--- src/rtl/cpu_control.sv ---
// LC-3b multicycle control unit: Moore FSM sequencing fetch, decode and execute,
// with all datapath and memory controls held in output registers.
module cpu_control (
  input  logic       clk,
  input  logic       reset,
  input  logic [3:0] opcode,
  input  logic       branch_enable,
  input  logic       imm5_enable,
  input  logic       offset11_enable,
  input  logic       mem_resp,
  output logic       load_pc,
  output logic       load_ir,
  output logic       load_regfile,
  output logic       load_mar,
  output logic       load_mdr,
  output logic       load_cc,
  output logic [1:0] pcmux_sel,
  output logic [1:0] alumux_sel,
  output logic [1:0] regfilemux_sel,
  output logic       storemux_sel,
  output logic       marmux_sel,
  output logic       mdrmux_sel,
  output logic       pcoffsetmux_sel,
  output logic       destmux_sel,
  output logic [2:0] aluop,
  output logic       mem_read,
  output logic       mem_write,
  output logic [1:0] mem_byte_enable
);

  localparam logic [3:0] OP_BR  = 4'b0000;
  localparam logic [3:0] OP_ADD = 4'b0001;
  localparam logic [3:0] OP_JSR = 4'b0100;
  localparam logic [3:0] OP_AND = 4'b0101;
  localparam logic [3:0] OP_LDR = 4'b0110;
  localparam logic [3:0] OP_STR = 4'b0111;
  localparam logic [3:0] OP_NOT = 4'b1001;
  localparam logic [3:0] OP_JMP = 4'b1100;
  localparam logic [3:0] OP_LEA = 4'b1110;

  localparam logic [2:0] ALU_ADD  = 3'd0;
  localparam logic [2:0] ALU_AND  = 3'd1;
  localparam logic [2:0] ALU_NOT  = 3'd2;
  localparam logic [2:0] ALU_PASS = 3'd3;

  typedef enum logic [4:0] {
    FETCH1, FETCH2, FETCH3, DECODE, S_ADD, S_AND, S_NOT, S_BR, S_BR_TAKEN,
    S_CALC_ADDR, S_LDR1, S_LDR2, S_STR1, S_STR2, S_JMP, S_JSR, S_LEA
  } state_t;

  typedef struct packed {
    logic       load_pc;
    logic       load_ir;
    logic       load_regfile;
    logic       load_mar;
    logic       load_mdr;
    logic       load_cc;
    logic [1:0] pcmux_sel;
    logic [1:0] alumux_sel;
    logic [1:0] regfilemux_sel;
    logic       storemux_sel;
    logic       marmux_sel;
    logic       mdrmux_sel;
    logic       pcoffsetmux_sel;
    logic       destmux_sel;
    logic [2:0] aluop;
    logic       mem_read;
    logic       mem_write;
    logic [1:0] mem_byte_enable;
  } ctrl_t;

  state_t r_state;
  state_t w_next;
  ctrl_t  r_ctrl;

  // Control word for a state; registered on entry so outputs are glitch-free.
  function automatic ctrl_t ctrl_of(input state_t s, input logic imm5, input logic off11);
    ctrl_t c;
    c                 = '0;
    c.aluop           = ALU_ADD;
    c.mem_byte_enable = 2'b11;
    case (s)
      FETCH1:      begin c.marmux_sel = 1'b1; c.load_mar = 1'b1; c.load_pc = 1'b1; end
      FETCH2:      begin c.mem_read = 1'b1; c.mdrmux_sel = 1'b1; c.load_mdr = 1'b1; end
      FETCH3:      c.load_ir = 1'b1;
      S_ADD, S_AND: begin
        c.aluop        = (s == S_AND) ? ALU_AND : ALU_ADD;
        c.alumux_sel   = imm5 ? 2'b10 : 2'b00;
        c.load_regfile = 1'b1;
        c.load_cc      = 1'b1;
      end
      S_NOT:       begin c.aluop = ALU_NOT; c.load_regfile = 1'b1; c.load_cc = 1'b1; end
      S_BR_TAKEN:  begin c.pcmux_sel = 2'b01; c.load_pc = 1'b1; end
      S_CALC_ADDR: begin c.alumux_sel = 2'b01; c.load_mar = 1'b1; end
      S_LDR1:      begin c.mem_read = 1'b1; c.mdrmux_sel = 1'b1; c.load_mdr = 1'b1; end
      S_LDR2:      begin c.regfilemux_sel = 2'b01; c.load_regfile = 1'b1; c.load_cc = 1'b1; end
      S_STR1:      begin c.storemux_sel = 1'b1; c.aluop = ALU_PASS; c.load_mdr = 1'b1; end
      S_STR2:      c.mem_write = 1'b1;
      S_JMP:       begin c.pcmux_sel = 2'b10; c.load_pc = 1'b1; end
      S_JSR: begin
        c.destmux_sel     = 1'b1;
        c.regfilemux_sel  = 2'b11;
        c.load_regfile    = 1'b1;
        c.load_pc         = 1'b1;
        c.pcmux_sel       = off11 ? 2'b01 : 2'b10;
        c.pcoffsetmux_sel = off11;
      end
      S_LEA:       begin c.regfilemux_sel = 2'b10; c.load_regfile = 1'b1; c.load_cc = 1'b1; end
      default:     ;
    endcase
    return c;
  endfunction

  always_comb begin
    w_next = r_state;
    case (r_state)
      FETCH1:      w_next = FETCH2;
      FETCH2:      if (mem_resp) w_next = FETCH3;
      FETCH3:      w_next = DECODE;
      DECODE: begin
        case (opcode)
          OP_ADD:         w_next = S_ADD;
          OP_AND:         w_next = S_AND;
          OP_NOT:         w_next = S_NOT;
          OP_BR:          w_next = S_BR;
          OP_LDR, OP_STR: w_next = S_CALC_ADDR;
          OP_JMP:         w_next = S_JMP;
          OP_JSR:         w_next = S_JSR;
          OP_LEA:         w_next = S_LEA;
          default:        w_next = FETCH1;
        endcase
      end
      S_BR:        w_next = branch_enable ? S_BR_TAKEN : FETCH1;
      S_CALC_ADDR: w_next = (opcode == OP_STR) ? S_STR1 : S_LDR1;
      S_LDR1:      if (mem_resp) w_next = S_LDR2;
      S_STR1:      w_next = S_STR2;
      S_STR2:      if (mem_resp) w_next = FETCH1;
      default:     w_next = FETCH1;
    endcase
  end

  always_ff @(posedge clk or posedge reset) begin
    if (reset) begin
      r_state <= FETCH1;
      r_ctrl  <= ctrl_of(FETCH1, 1'b0, 1'b0);
    end else begin
      r_state <= w_next;
      r_ctrl  <= ctrl_of(w_next, imm5_enable, offset11_enable);
    end
  end

  assign load_pc         = r_ctrl.load_pc;
  assign load_ir         = r_ctrl.load_ir;
  assign load_regfile    = r_ctrl.load_regfile;
  assign load_mar        = r_ctrl.load_mar;
  assign load_mdr        = r_ctrl.load_mdr;
  assign load_cc         = r_ctrl.load_cc;
  assign pcmux_sel       = r_ctrl.pcmux_sel;
  assign alumux_sel      = r_ctrl.alumux_sel;
  assign regfilemux_sel  = r_ctrl.regfilemux_sel;
  assign storemux_sel    = r_ctrl.storemux_sel;
  assign marmux_sel      = r_ctrl.marmux_sel;
  assign mdrmux_sel      = r_ctrl.mdrmux_sel;
  assign pcoffsetmux_sel = r_ctrl.pcoffsetmux_sel;
  assign destmux_sel     = r_ctrl.destmux_sel;
  assign aluop           = r_ctrl.aluop;
  assign mem_read        = r_ctrl.mem_read;
  assign mem_write       = r_ctrl.mem_write;
  assign mem_byte_enable = r_ctrl.mem_byte_enable;

endmodule
--- config.mk ---
export PLATFORM = sky130hd
export DESIGN_NAME = cpu_control
export DESIGN_NICKNAME = d
export VERILOG_FILES = /design/src/rtl/cpu_control.sv
export SDC_FILE = /design/constraint.sdc
export NUM_CORES = 1
export LEC_CHECK = 0
export ABC_CLOCK_PERIOD_IN_PS = 5200
export CELL_PAD_IN_SITES_DETAIL_PLACEMENT = 1
export CELL_PAD_IN_SITES_GLOBAL_PLACEMENT = 1
export CORE_ASPECT_RATIO = 0.8
export CORE_UTILIZATION = 41
export CTS_BUF_LIST = sky130_fd_sc_hd__clkbuf_4 sky130_fd_sc_hd__clkbuf_8
export DETAILED_ROUTE_END_ITERATION = 10
export GPL_TIMING_DRIVEN = 0
export PLACE_DENSITY_LB_ADDON = 0.1
export SYNTH_ARGS = -nofsm -noshare
export SYNTH_HDL_FRONTEND = slang
export SYNTH_SLANG_ARGS = --single-unit
--- constraint.sdc ---
create_clock -name clk -period 5.2 [get_ports clk]
set_input_delay 1.04 -clock clk [delete_from_list [all_inputs] [get_ports clk]]
set_output_delay 1.04 -clock clk [all_outputs]
set_load 0.01 [all_outputs]
Word-level counts from Yosys, hierarchy flattened
Memory sizes are Yosys's and may differ from the RTL's.
Cells that the tools add are included.
{"block": "word_totals", "register_bits": 26, "romBits": 80, "input_bits": 10, "out_inout_bits": 24, "wordCells": 74, "n_memories": 1}
{"memory": "(name not given)", "words": 16, "word_bits": 5, "rd": 1, "rd_clocked_by_memory_dff": 0, "write_ports": 0, "line": "121", "source": "case (opcode)"}
{"block": "classes", "n_eq_ne": 23, "n_mux": 24, "reduce_logical": 9}
{"operator": "== test 5 x 4 -> 1 bit, second input constant", "n": 12}
{"operator": "one-hot mux 5 bit (9 select lines)", "n": 1}
{"operator": "== test 5 x 3 -> 1 bit, second input constant", "n": 4}
{"operator": "one-hot mux 2 bit (3 select lines)", "n": 3}
{"operator": "== test 5 x 2 -> 1 bit, second input constant", "n": 3}
{"operator": "two-way mux 5 bit", "n": 3}
{"operator": "two-way mux 1 bit", "n": 11}
{"operator": "== test 5 x 1 -> 1 bit, second input constant", "n": 2}
{"operator": "zero test 5 bit", "n": 2}
{"operator": "two-way mux 2 bit", "n": 3}
{"operator": "OR reduction 2 bit", "n": 3}
{"operator": "OR reduction 6 bit", "n": 1}
{"operator": "== test 5 bit, second input constant", "n": 1}
{"operator": "OR reduction 5 bit", "n": 1}
{"operator": "== test 4 x 3 -> 1 bit, second input constant", "n": 1}
{"operator": "two-way mux 4 bit", "n": 1}
{"operator": "one-hot mux 2 bit (2 select lines)", "n": 1}
{"operator": "OR reduction 4 bit", "n": 1}
{"operator": "two-way mux 3 bit", "n": 1}
{"operator": "OR reduction 3 bit", "n": 1}

Depth between registers and ports, before layout
Gate-level depths: netlist of the first run.
{"block": "depth", "ltp_word": 6, "depth_mapped": 7, "ltp_nobuf": 6}

Worst setup path before layout of the first run
No wires, ideal clock.
{"block": "synth_timing", "path_kind": "input-to-reg", "from": "input mem_resp", "to": "register r_ctrl, in the netlist load_mdr", "setup_ps": 70, "arrival_time_ps": 2214, "required_time_ps": 5130, "slack_ps": 2916, "cell_stages": 6, "n_path_buf": 0, "path_cell_list": "nand2_1 > a31oi_2 > o221a_4 > inv_2 > or4_1 > nand3_1"}
{"block": "synth_between", "elab_chain_cells": 5, "word_cells_on_any_way": 9, "cone_classes": "eq/ne: 3; mux: 5; reduce/logical: 1"}
{"element": "start: declaration", "line": "10", "source": "input logic mem_resp,"}
{"element": "two-way mux 5 bit (on tied branches)", "line": "137, 118, 135"}
{"element": "one-hot mux 5 bit (9 select lines) (*)", "line": "116", "source": "case (r_state)"}
{"element": "named net w_next[0]", "line": "73", "source": "state_t w_next;"}
{"element": "== test 5 x 4 -> 1 bit / == test 5 x 1 -> 1 bit (equally long branches)", "line": "82", "source": "case (s)"}
{"element": "OR reduction 3 bit (no source line) (*)"}
{"element": "two-way mux 1 bit (*)", "line": "82"}
{"element": "end signal: assignment", "line": "145", "source": "r_ctrl <= ctrl_of(FETCH1, 1'b0, 1'b0);"}
{"element": "end signal: assignment", "line": "148", "source": "r_ctrl <= ctrl_of(w_next, imm5_enable, offset11_enable);"}
{"element": "end: declaration", "line": "74", "source": "ctrl_t r_ctrl;"}
Mark *: on every way through the listed nets, which the timed path passes. The rest lies on a longest branch.

Final worst setup path of the first run
Same ends and word-level chain as after synthesis.

==> impl_metrics.xml, run 1 <==
<?xml version="1.0" encoding="UTF-8"?>
<metrics>
  <group name="worst_setup_path">
    <metric name="criticalPathCategory" unit="">input port to flip-flop</metric>
    <metric name="worst_ep_required_time" unit="ns">5.41</metric>
    <metric name="endpoint_kind" unit="">flip-flop</metric>
    <metric name="critPathBufInv" unit="">2</metric>
    <metric name="reg2reg_slack" unit="ns">3.25</metric>
    <metric name="crit_arrival" unit="ns">3.06</metric>
    <metric name="cp_cell_sequence" unit="">clkdlybuf4s50_1 &gt; nand2_1 &gt; a31oi_2 &gt; o221a_4 &gt; inv_2 &gt; or4_1 &gt; nand3_1</metric>
    <metric name="critPathSlowestCell" unit="">clkdlybuf4s50_1</metric>
    <metric name="worst_path_dominant_cell_family" unit="">simple AND/OR/NAND/NOR gates</metric>
    <metric name="worstSetupStartpointType" unit="">input port</metric>
    <metric name="cp_slowest_stage_delay" unit="ns">0.60</metric>
    <metric name="regToRegStartpoint" unit="">r_state[2]$_DFF_PP0_</metric>
    <metric name="timing.critical_path.from" unit="">mem_resp</metric>
    <metric name="worst-path-max-fanout" unit="">7</metric>
  </group>
  <group name="timing">
    <metric name="timing_max_transition_violations_final" unit="">0</metric>
    <metric name="clock.fmax" unit="MHz">350</metric>
    <metric name="timing.max_slew.rel_slack" unit="%">40.1</metric>
    <metric name="worst-slew-pin-transition" unit="ns">0.898</metric>
    <metric name="skew" unit="ns">0.00233</metric>
    <metric name="rsz_0062_raised_after_global_routing" unit="">no</metric>
    <metric name="final_cycle_utilization_of_the_critical_path" unit="%">54.9</metric>
    <metric name="setup-tns-final" unit="ns">0</metric>
    <metric name="final_hold_viol_count" unit="">0</metric>
    <metric name="finalSetupViolCount" unit="">0</metric>
    <metric name="final_period_minus_worst_setup_slack" unit="ns">2.86</metric>
  </group>
  <group name="cells_and_area">
    <metric name="multi_input_area" unit="um2">552</metric>
    <metric name="drive_gt1_share" unit="%">19.1</metric>
    <metric name="area_growth" unit="%">31.6</metric>
    <metric name="layout.cells.non_filler" unit="">190</metric>
    <metric name="nets" unit="">163</metric>
    <metric name="filler_cell_count" unit="">326</metric>
    <metric name="antenna_cells" unit="">0</metric>
    <metric name="register_area" unit="um2">629</metric>
  </group>
  <group name="logic_synthesis">
    <metric name="synth-seq-cells" unit="">25</metric>
    <metric name="synth_top_cell_area_share" unit="%">43.4</metric>
    <metric name="ys_async_sr_fraction" unit="%">100</metric>
    <metric name="synth_edf_count" unit="">0</metric>
    <metric name="synth_area_per_cell" unit="um2">10.8</metric>
    <metric name="synth.top_cells.by_area" unit="">dfrtp_1, dfstp_2, buf_4</metric>
    <metric name="yosys-top-cells-count" unit="">dfrtp_1, nand2_1, buf_4, nand3_1</metric>
    <metric name="ys.flop_type" unit="">dfrtp_1</metric>
    <metric name="number_of_instances_in_the_synthesized_netlist" unit="">117</metric>
    <metric name="seq_area_frac_synth" unit="%">49.6</metric>
    <metric name="yosys.cell_types.count" unit="">49</metric>
    <metric name="synth_top_cell_by_area" unit="">dfrtp_1</metric>
    <metric name="syn_area" unit="um2">1270</metric>
    <metric name="yosysMostFrequentCell" unit="">dfrtp_1</metric>
    <metric name="ys_warnings" unit="">0</metric>
  </group>
  <group name="outcome">
    <metric name="status" unit="">completed</metric>
  </group>
  <group name="clocking">
    <metric name="cts_post_setup_buffers_inserted" unit="">0</metric>
    <metric name="tritoncts" unit="">done</metric>
    <metric name="htree_num_levels" unit="">1</metric>
    <metric name="cts-root-buf" unit="">clkbuf_8</metric>
    <metric name="postCtsResizedCells" unit="">0</metric>
    <metric name="clock_sinks" unit="">25</metric>
    <metric name="clk_path_buf_depth" unit="">2</metric>
    <metric name="clock_transition_at_path_regs" unit="ns">0.08</metric>
    <metric name="cts_made_buffers" unit="">3</metric>
    <metric name="cts_hold_buf" unit="">0</metric>
    <metric name="insertion_delay" unit="ns">0.27</metric>
  </group>
  <group name="pwr">
    <metric name="powerDensity" unit="nW/um2">483</metric>
    <metric name="static-leakage-power" unit="nW">0.769</metric>
    <metric name="peakVddDrop" unit="mV">0.296</metric>
  </group>
  <group name="floorplanning">
    <metric name="core_footprint" unit="um2">2850</metric>
    <metric name="num_io_pins" unit="">34</metric>
    <metric name="start_util" unit="%">44.5</metric>
    <metric name="placementRows" unit="">17</metric>
    <metric name="die_y" unit="um">51.8</metric>
    <metric name="die-area" unit="um2">3320</metric>
    <metric name="die_width" unit="um">64.2</metric>
  </group>
  <group name="flow_run">
    <metric name="maxCapViolCount" unit="">0</metric>
  </group>
  <group name="grt">
    <metric name="groute.usage.overall" unit="%">21.0</metric>
    <metric name="first_global_vias" unit="">1015</metric>
    <metric name="first_pass_grt_wire_length" unit="um">5050</metric>
    <metric name="grt_overflow_total" unit="">0</metric>
    <metric name="number_of_antenna_violations_at_the_first_check_in_global_routing" unit="">0</metric>
    <metric name="grt_max_degree" unit="">26</metric>
  </group>
  <group name="route">
    <metric name="detailedRoute.firstPassIterationCount" unit="">4</metric>
    <metric name="vias" unit="">1000</metric>
    <metric name="drt_iter0_markers" unit="">27</metric>
    <metric name="post_drt_wl_per_cell" unit="um">16.0</metric>
    <metric name="drc" unit="">0</metric>
    <metric name="drt.antenna.violating_nets" unit="">0</metric>
    <metric name="detail_route.vias_per_cell" unit="">5.26</metric>
    <metric name="route.final.wire_length" unit="um">3040</metric>
  </group>
  <group name="placed_design">
    <metric name="placed_cells" unit="">186</metric>
    <metric name="globalplace.congestion" unit="">0.807</metric>
    <metric name="port_buffers" unit="">30</metric>
    <metric name="post-dp-hpwl" unit="um">2320</metric>
  </group>
  <group name="worst_hold_path">
    <metric name="worst_hold_path_type" unit="">flip-flop to flip-flop</metric>
    <metric name="min-delay-start" unit="">r_state[1]$_DFF_PP0_</metric>
  </group>
</metrics>
## worst paths after layout
path	to	cells past startpoint
min in group asynchronous	load_regfile$_DFF_PP0_	2
max in group asynchronous	aluop[0]$_DFF_PP0_	2
setup / recovery	load_mdr$_DFF_PP0_	7
hold reg to reg	load_ir$_DFF_PP0_	2
setup reg to reg	load_regfile$_DFF_PP0_	7
hold / removal	load_ir$_DFF_PP0_	2
## cell usage in the layout (no fill, tap or decap), types with 2 or more instances in the layout
| master | netlist | layout |
|---|---|---|
| clkbuf_8 | 0 | 3 |
| dfrtp_1 | 22 | 22 |
| inv_1 | 5 | 5 |
| nor2b_1 | 3 | 3 |
| o21ai_0 | 4 | 4 |
| inv_2 | 3 | 3 |
| conb_1 | 2 | 3 |
| nor3_1 | 2 | 2 |
| nand3_1 | 6 | 6 |
| o211ai_1 | 2 | 2 |
| nand2_1 | 8 | 8 |
| buf_4 | 6 | 6 |
| nand3b_1 | 2 | 2 |
| nand2b_1 | 5 | 5 |
| nand4_1 | 2 | 2 |
| a21oi_1 | 2 | 2 |
| clkdlybuf4s50_1 | 0 | 30 |
| dfstp_2 | 3 | 3 |
| and3_1 | 3 | 3 |
| nor2_1 | 5 | 5 |
| nand4b_1 | 2 | 2 |
## worst register-to-register path: cells and delay by family, from the launching register on
kind                   cells  cell delay [ns]
AND/OR/NAND/NOR            2             0.83
flip-flops                 1             0.38
AO/OA/AOI/OAI              3             0.43
buffers and inverters      2             0.22
## metal layers
metal	part of all wire [%]	GRT usage [%]	routed length, um
met5	0	0	0
met1	43	25.2	1320
met2	49	36.3	1500
met4	1.4	8.15	42
met3	5.7	5.48	173
## metrics by stage
stage,util (%),setup slack [ns],hold slack [ns],cell area [um2],power (mW)
after floorplan,-,2.92,0.537,1270,0.542
after global placement,56.8,2.14,0.599,1620,0.677
after detailed placement,56.8,2.07,0.616,1620,0.694
after CTS,58.6,2.34,0.628,1670,0.813
after global routing,58.6,2.22,0.642,1670,0.867
final,58.6,2.34,0.616,1670,0.806
## layout make-up
class	count	share of cell area, %
inverters	8	1.80
well taps	38	2.85
flip-flops and latches	25	37.7
plain buffers	8	3.67
multi-input cells	77	33.1
repair buffers	30	18.0
clock buffers	4	2.92
## cells by family (layout without fill, tap and decap cells)
| logic type | count (synthesis) | after routing | share of synthesized area, % |
|---|---|---|---|
| AND/OR/NAND/NOR | 50 | 50 | 24.5 |
| flip-flops | 25 | 25 | 49.6 |
| AO/OA/AOI/OAI | 23 | 23 | 17.5 |
| buffers and inverters | 16 | 50 | 7.20 |
| other | 2 | 3 | 0.592 |
| XOR/XNOR | 1 | 1 | 0.690 |
## flip-flops by register name, summed over array words and instances (netlist names)
register and flops:
alumux_sel 2, aluop 2, destmux_sel 1, load_cc 1, load_ir 1, load_mar 1, load_mdr 1, load_pc 1
load_regfile 1, marmux_sel 1, mem_read 1, mem_write 1, pcmux_sel 2, pcoffsetmux_sel 1, r_state 5, regfilemux_sel 2
storemux_sel 1
## where the power goes
group | leakage (nW) | internal [mW] | switching, mW | total [mW]
combinational | 0.414 | 0.190 | 0.230 | 0.420
clock | 0.0262 | 0.0601 | 0.0582 | 0.118
sequential | 0.329 | 0.250 | 0.0183 | 0.268
No activity file was read; power rests on OpenSTA's default activity.
==> run 2: changes to the inputs <==
- ABC_CLOCK_PERIOD_IN_PS: 5200 -> 2900
- CORE_UTILIZATION: 41 -> 38
- clock period: 5.2 -> 2.9 ns (I/O delays scaled with it)
==> run 2 against run 1 <==
Net effect:
- critical path depth did not move
- first-iteration DRC count up 70%
- power rose by 79%
- non-clock buffer count stayed put
- routed wire length rose by 0.53%
- largest power group unchanged
- highest routed layer unchanged
==> impl_metrics.xml, run 2 (synthesis gave the netlist of run 1 again) <==
<?xml version="1.0" encoding="UTF-8"?>
<metrics>
  <group name="floorplanning">
    <metric name="die_y" unit="um">53.7</metric>
    <metric name="die-area" unit="um2">3580</metric>
    <metric name="die_width" unit="um">66.6</metric>
    <metric name="placementRows" unit="">18</metric>
    <metric name="start_util" unit="%">40.5</metric>
    <metric name="core_footprint" unit="um2">3130</metric>
    <metric name="num_io_pins" unit="">34</metric>
  </group>
  <group name="clocking">
    <metric name="htree_num_levels" unit="">1</metric>
    <metric name="clock_transition_at_path_regs" unit="ns">0.08</metric>
    <metric name="clock_sinks" unit="">25</metric>
    <metric name="cts_made_buffers" unit="">3</metric>
    <metric name="postCtsResizedCells" unit="">0</metric>
    <metric name="tritoncts" unit="">done</metric>
    <metric name="cts_post_setup_buffers_inserted" unit="">0</metric>
    <metric name="insertion_delay" unit="ns">0.26</metric>
    <metric name="clk_path_buf_depth" unit="">2</metric>
    <metric name="cts-root-buf" unit="">clkbuf_8</metric>
    <metric name="cts_hold_buf" unit="">0</metric>
  </group>
  <group name="worst_hold_path">
    <metric name="worst_hold_path_type" unit="">flip-flop to flip-flop</metric>
  </group>
  <group name="pwr">
    <metric name="power.share.sequential" unit="%">33.0</metric>
    <metric name="pwr-share-comb" unit="%">52.6</metric>
    <metric name="powerDensity" unit="nW/um2">866</metric>
    <metric name="power_report.internal_total" unit="uW">897</metric>
    <metric name="peakVddDrop" unit="mV">0.421</metric>
    <metric name="power_switching" unit="uW">550</metric>
    <metric name="static-leakage-power" unit="nW">0.769</metric>
    <metric name="clock_power_share" unit="%">14.4</metric>
    <metric name="p_sw_share" unit="%">38.0</metric>
  </group>
  <group name="timing">
    <metric name="timing.max_slew.rel_slack" unit="%">38.1</metric>
    <metric name="final_period_minus_worst_setup_slack" unit="ns">2.37</metric>
    <metric name="rsz_0062_raised_after_global_routing" unit="">no</metric>
    <metric name="setup-tns-final" unit="ns">0</metric>
    <metric name="timing_max_transition_violations_final" unit="">0</metric>
    <metric name="clock.fmax" unit="MHz">422</metric>
    <metric name="hold-worst-slack" unit="ns">0.613</metric>
    <metric name="skew" unit="ns">0.00493</metric>
    <metric name="finalSetupViolCount" unit="">0</metric>
    <metric name="worst-slew-pin-transition" unit="ns">0.927</metric>
    <metric name="final_cycle_utilization_of_the_critical_path" unit="%">81.6</metric>
    <metric name="final_hold_viol_count" unit="">0</metric>
  </group>
  <group name="grt">
    <metric name="first_global_vias" unit="">1002</metric>
    <metric name="grt_max_degree" unit="">26</metric>
    <metric name="groute.usage.overall" unit="%">19.5</metric>
    <metric name="grt_overflow_total" unit="">0</metric>
    <metric name="number_of_antenna_violations_at_the_first_check_in_global_routing" unit="">0</metric>
    <metric name="first_pass_grt_wire_length" unit="um">4970</metric>
  </group>
  <group name="cells_and_area">
    <metric name="registers.top_by_ff_count" unit="">r_state</metric>
    <metric name="nets" unit="">163</metric>
    <metric name="layout.cells.non_filler" unit="">192</metric>
    <metric name="layout_commonest_cell" unit="">clkdlybuf4s50_1</metric>
    <metric name="area_growth" unit="%">31.8</metric>
    <metric name="antenna_cells" unit="">0</metric>
    <metric name="largest_register_ff_count" unit="">5</metric>
    <metric name="drive_gt1_share" unit="%">19.1</metric>
    <metric name="layout_common_cells" unit="">clkdlybuf4s50_1, dfrtp_1, nand2_1, buf_4, nand3_1</metric>
  </group>
  <group name="route">
    <metric name="post_drt_wl_per_cell" unit="um">15.9</metric>
    <metric name="detail_route.vias_per_cell" unit="">5.26</metric>
    <metric name="drt.antenna.violating_nets" unit="">0</metric>
    <metric name="route.final.wire_length" unit="um">3060</metric>
    <metric name="drc" unit="">0</metric>
    <metric name="vias" unit="">1010</metric>
    <metric name="drt_iter0_markers" unit="">46</metric>
    <metric name="detailedRoute.firstPassIterationCount" unit="">4</metric>
  </group>
  <group name="placed_design">
    <metric name="placed_cells" unit="">188</metric>
    <metric name="post-dp-hpwl" unit="um">2340</metric>
    <metric name="port_buffers" unit="">30</metric>
    <metric name="globalplace.congestion" unit="">0.823</metric>
  </group>
  <group name="worst_setup_path">
    <metric name="crit_arrival" unit="ns">2.56</metric>
    <metric name="endpoint_kind" unit="">flip-flop</metric>
    <metric name="worst_ep_required_time" unit="ns">3.10</metric>
    <metric name="criticalPathCategory" unit="">input port to flip-flop</metric>
    <metric name="worstSetupStartpointType" unit="">input port</metric>
    <metric name="worst-path-max-fanout" unit="">7</metric>
  </group>
  <group name="outcome">
    <metric name="status" unit="">completed</metric>
  </group>
  <group name="flow_run">
    <metric name="maxCapViolCount" unit="">0</metric>
  </group>
</metrics>
-- run 2: cell counts in the layout (fill, tap and decap cells not counted) --
No cell type changed its count.
-- run 2: power groups by stage --
| stage | sequential [mW] | combinational [mW] | clock, mW |
|---|---|---|---|
| 3_3_place_gp | 0.483 | 0.734 | 0 |
| 6_report | 0.478 | 0.761 | 0.208 |
| 3_5_place_dp | 0.488 | 0.757 | 0 |
| 4_1_cts | 0.481 | 0.764 | 0.218 |
| 2_1_floorplan | 0.512 | 0.461 | 0 |
| 5_1_grt | 0.488 | 0.835 | 0.227 |
-- run 2: layout make-up --
cell class                      count  area, um2
Tap cell                           40       50.0
Inverter                            8       30.0
Multi-Input combinational cell     77        552
Fill cell                         345       1460
Sequential cell                    25        629
Timing Repair Buffer               30        300
Clock buffer                        4       48.8
Buffer                              8       61.3
-- run 2: through the flow --
step           instance area, um2  setup slack (ns)  total power, mW  utilization (%)
2_1_floorplan                1270              1.08            0.972                -
3_3_place_gp                 1620             0.291             1.22             51.8
3_5_place_dp                 1620             0.256             1.24             51.8
4_1_cts                      1670             0.523             1.46             53.4
5_1_grt                      1670             0.420             1.55             53.4
6_report                     1670             0.533             1.45             53.4
-- run 2: final timing paths --
check                                      from                    to  slack (ns)  cells past startpoint
max in group asynchronous                 reset  r_state[2]$_DFF_PP0_        1.51                      2
min in group asynchronous                 reset     load_cc$_DFF_PP0_        0.82                      2
hold / removal             r_state[1]$_DFF_PP0_     load_ir$_DFF_PP0_        0.61                      2
hold reg to reg            r_state[1]$_DFF_PP0_     load_ir$_DFF_PP0_        0.61                      2
setup reg to reg           r_state[0]$_DFF_PP0_    aluop[0]$_DFF_PP0_        0.92                      6
setup / recovery                       mem_resp    load_mdr$_DFF_PP0_        0.53                      7
-- run 2: critical path, stage by stage --
cell	delay, ns
clkdlybuf4s50_1	0.60
nand2_1	0.12
a31oi_2	0.25
o221a_4	0.28
inv_2	0.07
or4_1	0.56
nand3_1	0.11
-- run 2: layer usage --
layer | part of all wire, % | up-vias | GRT usage, %
met5 | 0 | - | 0
met2 | 50 | 24 | 33.8
met4 | 0.56 | 0 | 6.03
met1 | 45 | 496 | 24.0
met3 | 4.3 | 2 | 4.66
li1 | - | 488 | -
==> run 3: changes to the inputs <==
- ABC_CLOCK_PERIOD_IN_PS: 2900 -> 2100
- CORE_UTILIZATION: 38 -> 34
- clock period: 2.9 -> 2.1 ns (I/O delays scaled with it)
==> run 3 against run 2 <==
Net effect:
- count of clock-buffer cells in the layout decreased by 1
- critical path depth is 1 lower
- sequential share of layout area fell by 0.36 points
- routed wire length fell by 4.5%
- first-iteration DRC count rose by 33%
- sequential power up 38%
- global-route usage down 4.1 points
==> impl_metrics.xml, run 3 (synthesis gave the netlist of run 1 again) <==
<?xml version="1.0" encoding="UTF-8"?>
<metrics>
  <group name="route">
    <metric name="post_drt_wl_per_cell" unit="um">15.0</metric>
    <metric name="detailedRoute.firstPassIterationCount" unit="">3</metric>
    <metric name="route.final.wire_length" unit="um">2920</metric>
    <metric name="detail_route.vias_per_cell" unit="">5.20</metric>
    <metric name="drt_iter0_markers" unit="">61</metric>
    <metric name="vias" unit="">1014</metric>
    <metric name="drc" unit="">0</metric>
    <metric name="drt.antenna.violating_nets" unit="">0</metric>
  </group>
  <group name="grt">
    <metric name="grt_overflow_total" unit="">0</metric>
    <metric name="first_global_vias" unit="">961</metric>
    <metric name="first_pass_grt_wire_length" unit="um">4860</metric>
    <metric name="groute.usage.overall" unit="%">15.4</metric>
    <metric name="grt_max_degree" unit="">26</metric>
    <metric name="number_of_antenna_violations_at_the_first_check_in_global_routing" unit="">0</metric>
  </group>
  <group name="placed_design">
    <metric name="pre_cts_slack" unit="ns">-0.369</metric>
    <metric name="globalplace.congestion" unit="">0.859</metric>
    <metric name="post-dp-hpwl" unit="um">2180</metric>
    <metric name="port_buffers" unit="">30</metric>
  </group>
  <group name="worst_setup_path">
    <metric name="worstSetupStartpointType" unit="">flip-flop</metric>
    <metric name="cp_cell_sequence" unit="">buf_4 &gt; nor2b_1 &gt; and3_1 &gt; a311oi_2 &gt; inv_1 &gt; o41ai_2</metric>
    <metric name="worst-path-max-fanout" unit="">10</metric>
    <metric name="critPathBufInv" unit="">2</metric>
    <metric name="criticalPathCategory" unit="">flip-flop to flip-flop</metric>
    <metric name="endpoint_kind" unit="">flip-flop</metric>
    <metric name="crit_arrival" unit="ns">2.12</metric>
    <metric name="cp_slowest_stage_delay" unit="ns">0.50</metric>
    <metric name="worst_ep_required_time" unit="ns">2.27</metric>
    <metric name="worst_path_dominant_cell_family" unit="">compound AO/OA/AOI/OAI gates</metric>
    <metric name="critPathSlowestCell" unit="">a311oi_2</metric>
  </group>
  <group name="timing">
    <metric name="timing_max_transition_violations_final" unit="">0</metric>
    <metric name="final_hold_viol_count" unit="">0</metric>
    <metric name="final_period_minus_worst_setup_slack" unit="ns">1.95</metric>
    <metric name="skew" unit="ns">0.00287</metric>
    <metric name="clock.fmax" unit="MHz">512</metric>
    <metric name="worst-slew-pin-transition" unit="ns">0.950</metric>
    <metric name="postLayoutSetupSlackWorst" unit="ns">0.148</metric>
    <metric name="rsz_0062_raised_after_global_routing" unit="">no</metric>
    <metric name="timing.max_slew.rel_slack" unit="%">36.6</metric>
    <metric name="final_cycle_utilization_of_the_critical_path" unit="%">93.0</metric>
    <metric name="finalSetupViolCount" unit="">0</metric>
  </group>
  <group name="cells_and_area">
    <metric name="layout_common_cells" unit="">clkdlybuf4s50_1, dfrtp_1, nand2_1, buf_4, nand3_1</metric>
    <metric name="registers.top_by_ff_count" unit="">r_state</metric>
    <metric name="nets" unit="">164</metric>
    <metric name="layout_commonest_cell" unit="">clkdlybuf4s50_1</metric>
    <metric name="postLayoutCoreUtil" unit="%">48.3</metric>
    <metric name="largest_register_ff_count" unit="">5</metric>
    <metric name="antenna_cells" unit="">0</metric>
    <metric name="area_growth" unit="%">33.0</metric>
    <metric name="drive_gt1_share" unit="%">19.6</metric>
  </group>
  <group name="outcome">
    <metric name="status" unit="">completed</metric>
  </group>
  <group name="pwr">
    <metric name="power_report.internal_total" unit="mW">1.24</metric>
    <metric name="power_switching" unit="uW">758</metric>
    <metric name="finalPower" unit="mW">2.00</metric>
    <metric name="clock_power_share" unit="%">14.1</metric>
    <metric name="power.share.sequential" unit="%">33.1</metric>
    <metric name="powerDensity" unit="nW/um2">1180</metric>
    <metric name="peakVddDrop" unit="mV">0.686</metric>
    <metric name="pwr-share-comb" unit="%">52.9</metric>
    <metric name="static-leakage-power" unit="nW">0.812</metric>
    <metric name="p_sw_share" unit="%">38.0</metric>
  </group>
  <group name="clocking">
    <metric name="cts-root-buf" unit="">clkbuf_8</metric>
    <metric name="clock_transition_at_path_regs" unit="ns">0.09</metric>
    <metric name="tritoncts" unit="">done</metric>
    <metric name="cts_made_buffers" unit="">3</metric>
    <metric name="clock_sinks" unit="">25</metric>
    <metric name="insertion_delay" unit="ns">0.26</metric>
    <metric name="clk_path_buf_depth" unit="">2</metric>
    <metric name="htree_num_levels" unit="">1</metric>
  </group>
  <group name="floorplanning">
    <metric name="core_footprint" unit="um2">3490</metric>
    <metric name="start_util" unit="%">36.3</metric>
    <metric name="placementRows" unit="">19</metric>
    <metric name="num_io_pins" unit="">34</metric>
    <metric name="die_y" unit="um">56.6</metric>
    <metric name="die_width" unit="um">70.3</metric>
    <metric name="die-area" unit="um2">3980</metric>
  </group>
  <group name="flow_run">
    <metric name="maxCapViolCount" unit="">0</metric>
  </group>
  <group name="worst_hold_path">
    <metric name="worst_hold_path_type" unit="">input port to flip-flop</metric>
  </group>
</metrics>
run 3: cell types whose count changed in the layout (fill, tap and decap cells not counted):
cell	change
clkdlybuf4s50_1	-5
dlymetal6s2s_1	+4
buf_4	+1
clkbuf_4	-1
clkinv_2	+1
dlygate4sd2_1	+1
run 3: tightest hold or removal path, delay by kind of cell:
| kind | cells | cell delay [ns] |
|---|---|---|
| buffers and inverters | 1 | 0.18 |
| AND/OR/NAND/NOR | 2 | 0.20 |
run 3: power groups by stage:
stage | registers [mW] | clock network (mW) | logic (mW)
3_5_place_dp | 0.671 | 0 | 1.04
6_report | 0.660 | 0.281 | 1.06
2_1_floorplan | 0.706 | 0 | 0.637
3_3_place_gp | 0.666 | 0 | 1.02
4_1_cts | 0.663 | 0.290 | 1.04
5_1_grt | 0.675 | 0.308 | 1.15
run 3: stage by stage:
stage	hold WS (ns)	setup TNS, ns	area, um2	cells
floorplan	0.445	0	1270	118
global placement	0.609	-2.43	1630	190
detailed placement	0.614	-2.76	1630	190
CTS	0.637	0	1670	194
global route	0.640	0	1690	195
finish	0.592	0	1690	195
run 3: final cells by class:
class | instances | area [um2]
Multi-Input combinational cell | 77 | 552
Tap cell | 42 | 52.6
Fill cell | 395 | 1810
Clock buffer | 3 | 41.3
Sequential cell | 25 | 629
Inverter | 8 | 30.0
Buffer | 8 | 61.3
Clock inverter | 1 | 5.00
Timing Repair Buffer | 31 | 317
run 3: worst paths after layout:
check                                startpoint                     end  slack, ns  cells past startpoint
setup / recovery           r_state[0]$_DFF_PP0_      aluop[0]$_DFF_PP0_       0.15                      6
hold / removal                        opcode[3]    r_state[4]$_DFF_PP0_       0.59                      3
max in group asynchronous                 reset  storemux_sel$_DFF_PP0_       0.86                      2
min in group asynchronous                 reset       load_cc$_DFF_PP0_       0.66                      2
hold reg to reg            r_state[1]$_DFF_PP0_       load_ir$_DFF_PP0_       0.63                      2
setup reg to reg           r_state[0]$_DFF_PP0_      aluop[0]$_DFF_PP0_       0.15                      6
run 3: what timing repair did:
item,in CTS,in global routing
cloned,0,0
buffers inserted,0,1
hold buffers,0,0
pin swaps,0,1
endpoints found under the setup margin,2,4
resized for setup,1,4
run 3: routing by layer:
| metal | global-route usage [%] | vias up | wire length, um |
|---|---|---|---|
| met5 | 0 | - | 0 |
| met4 | 0 | 0 | 0 |
| met3 | 3.95 | 0 | 117 |
| met2 | 25.0 | 23 | 1360 |
| met1 | 22.0 | 503 | 1440 |
| li1 | - | 488 | - |
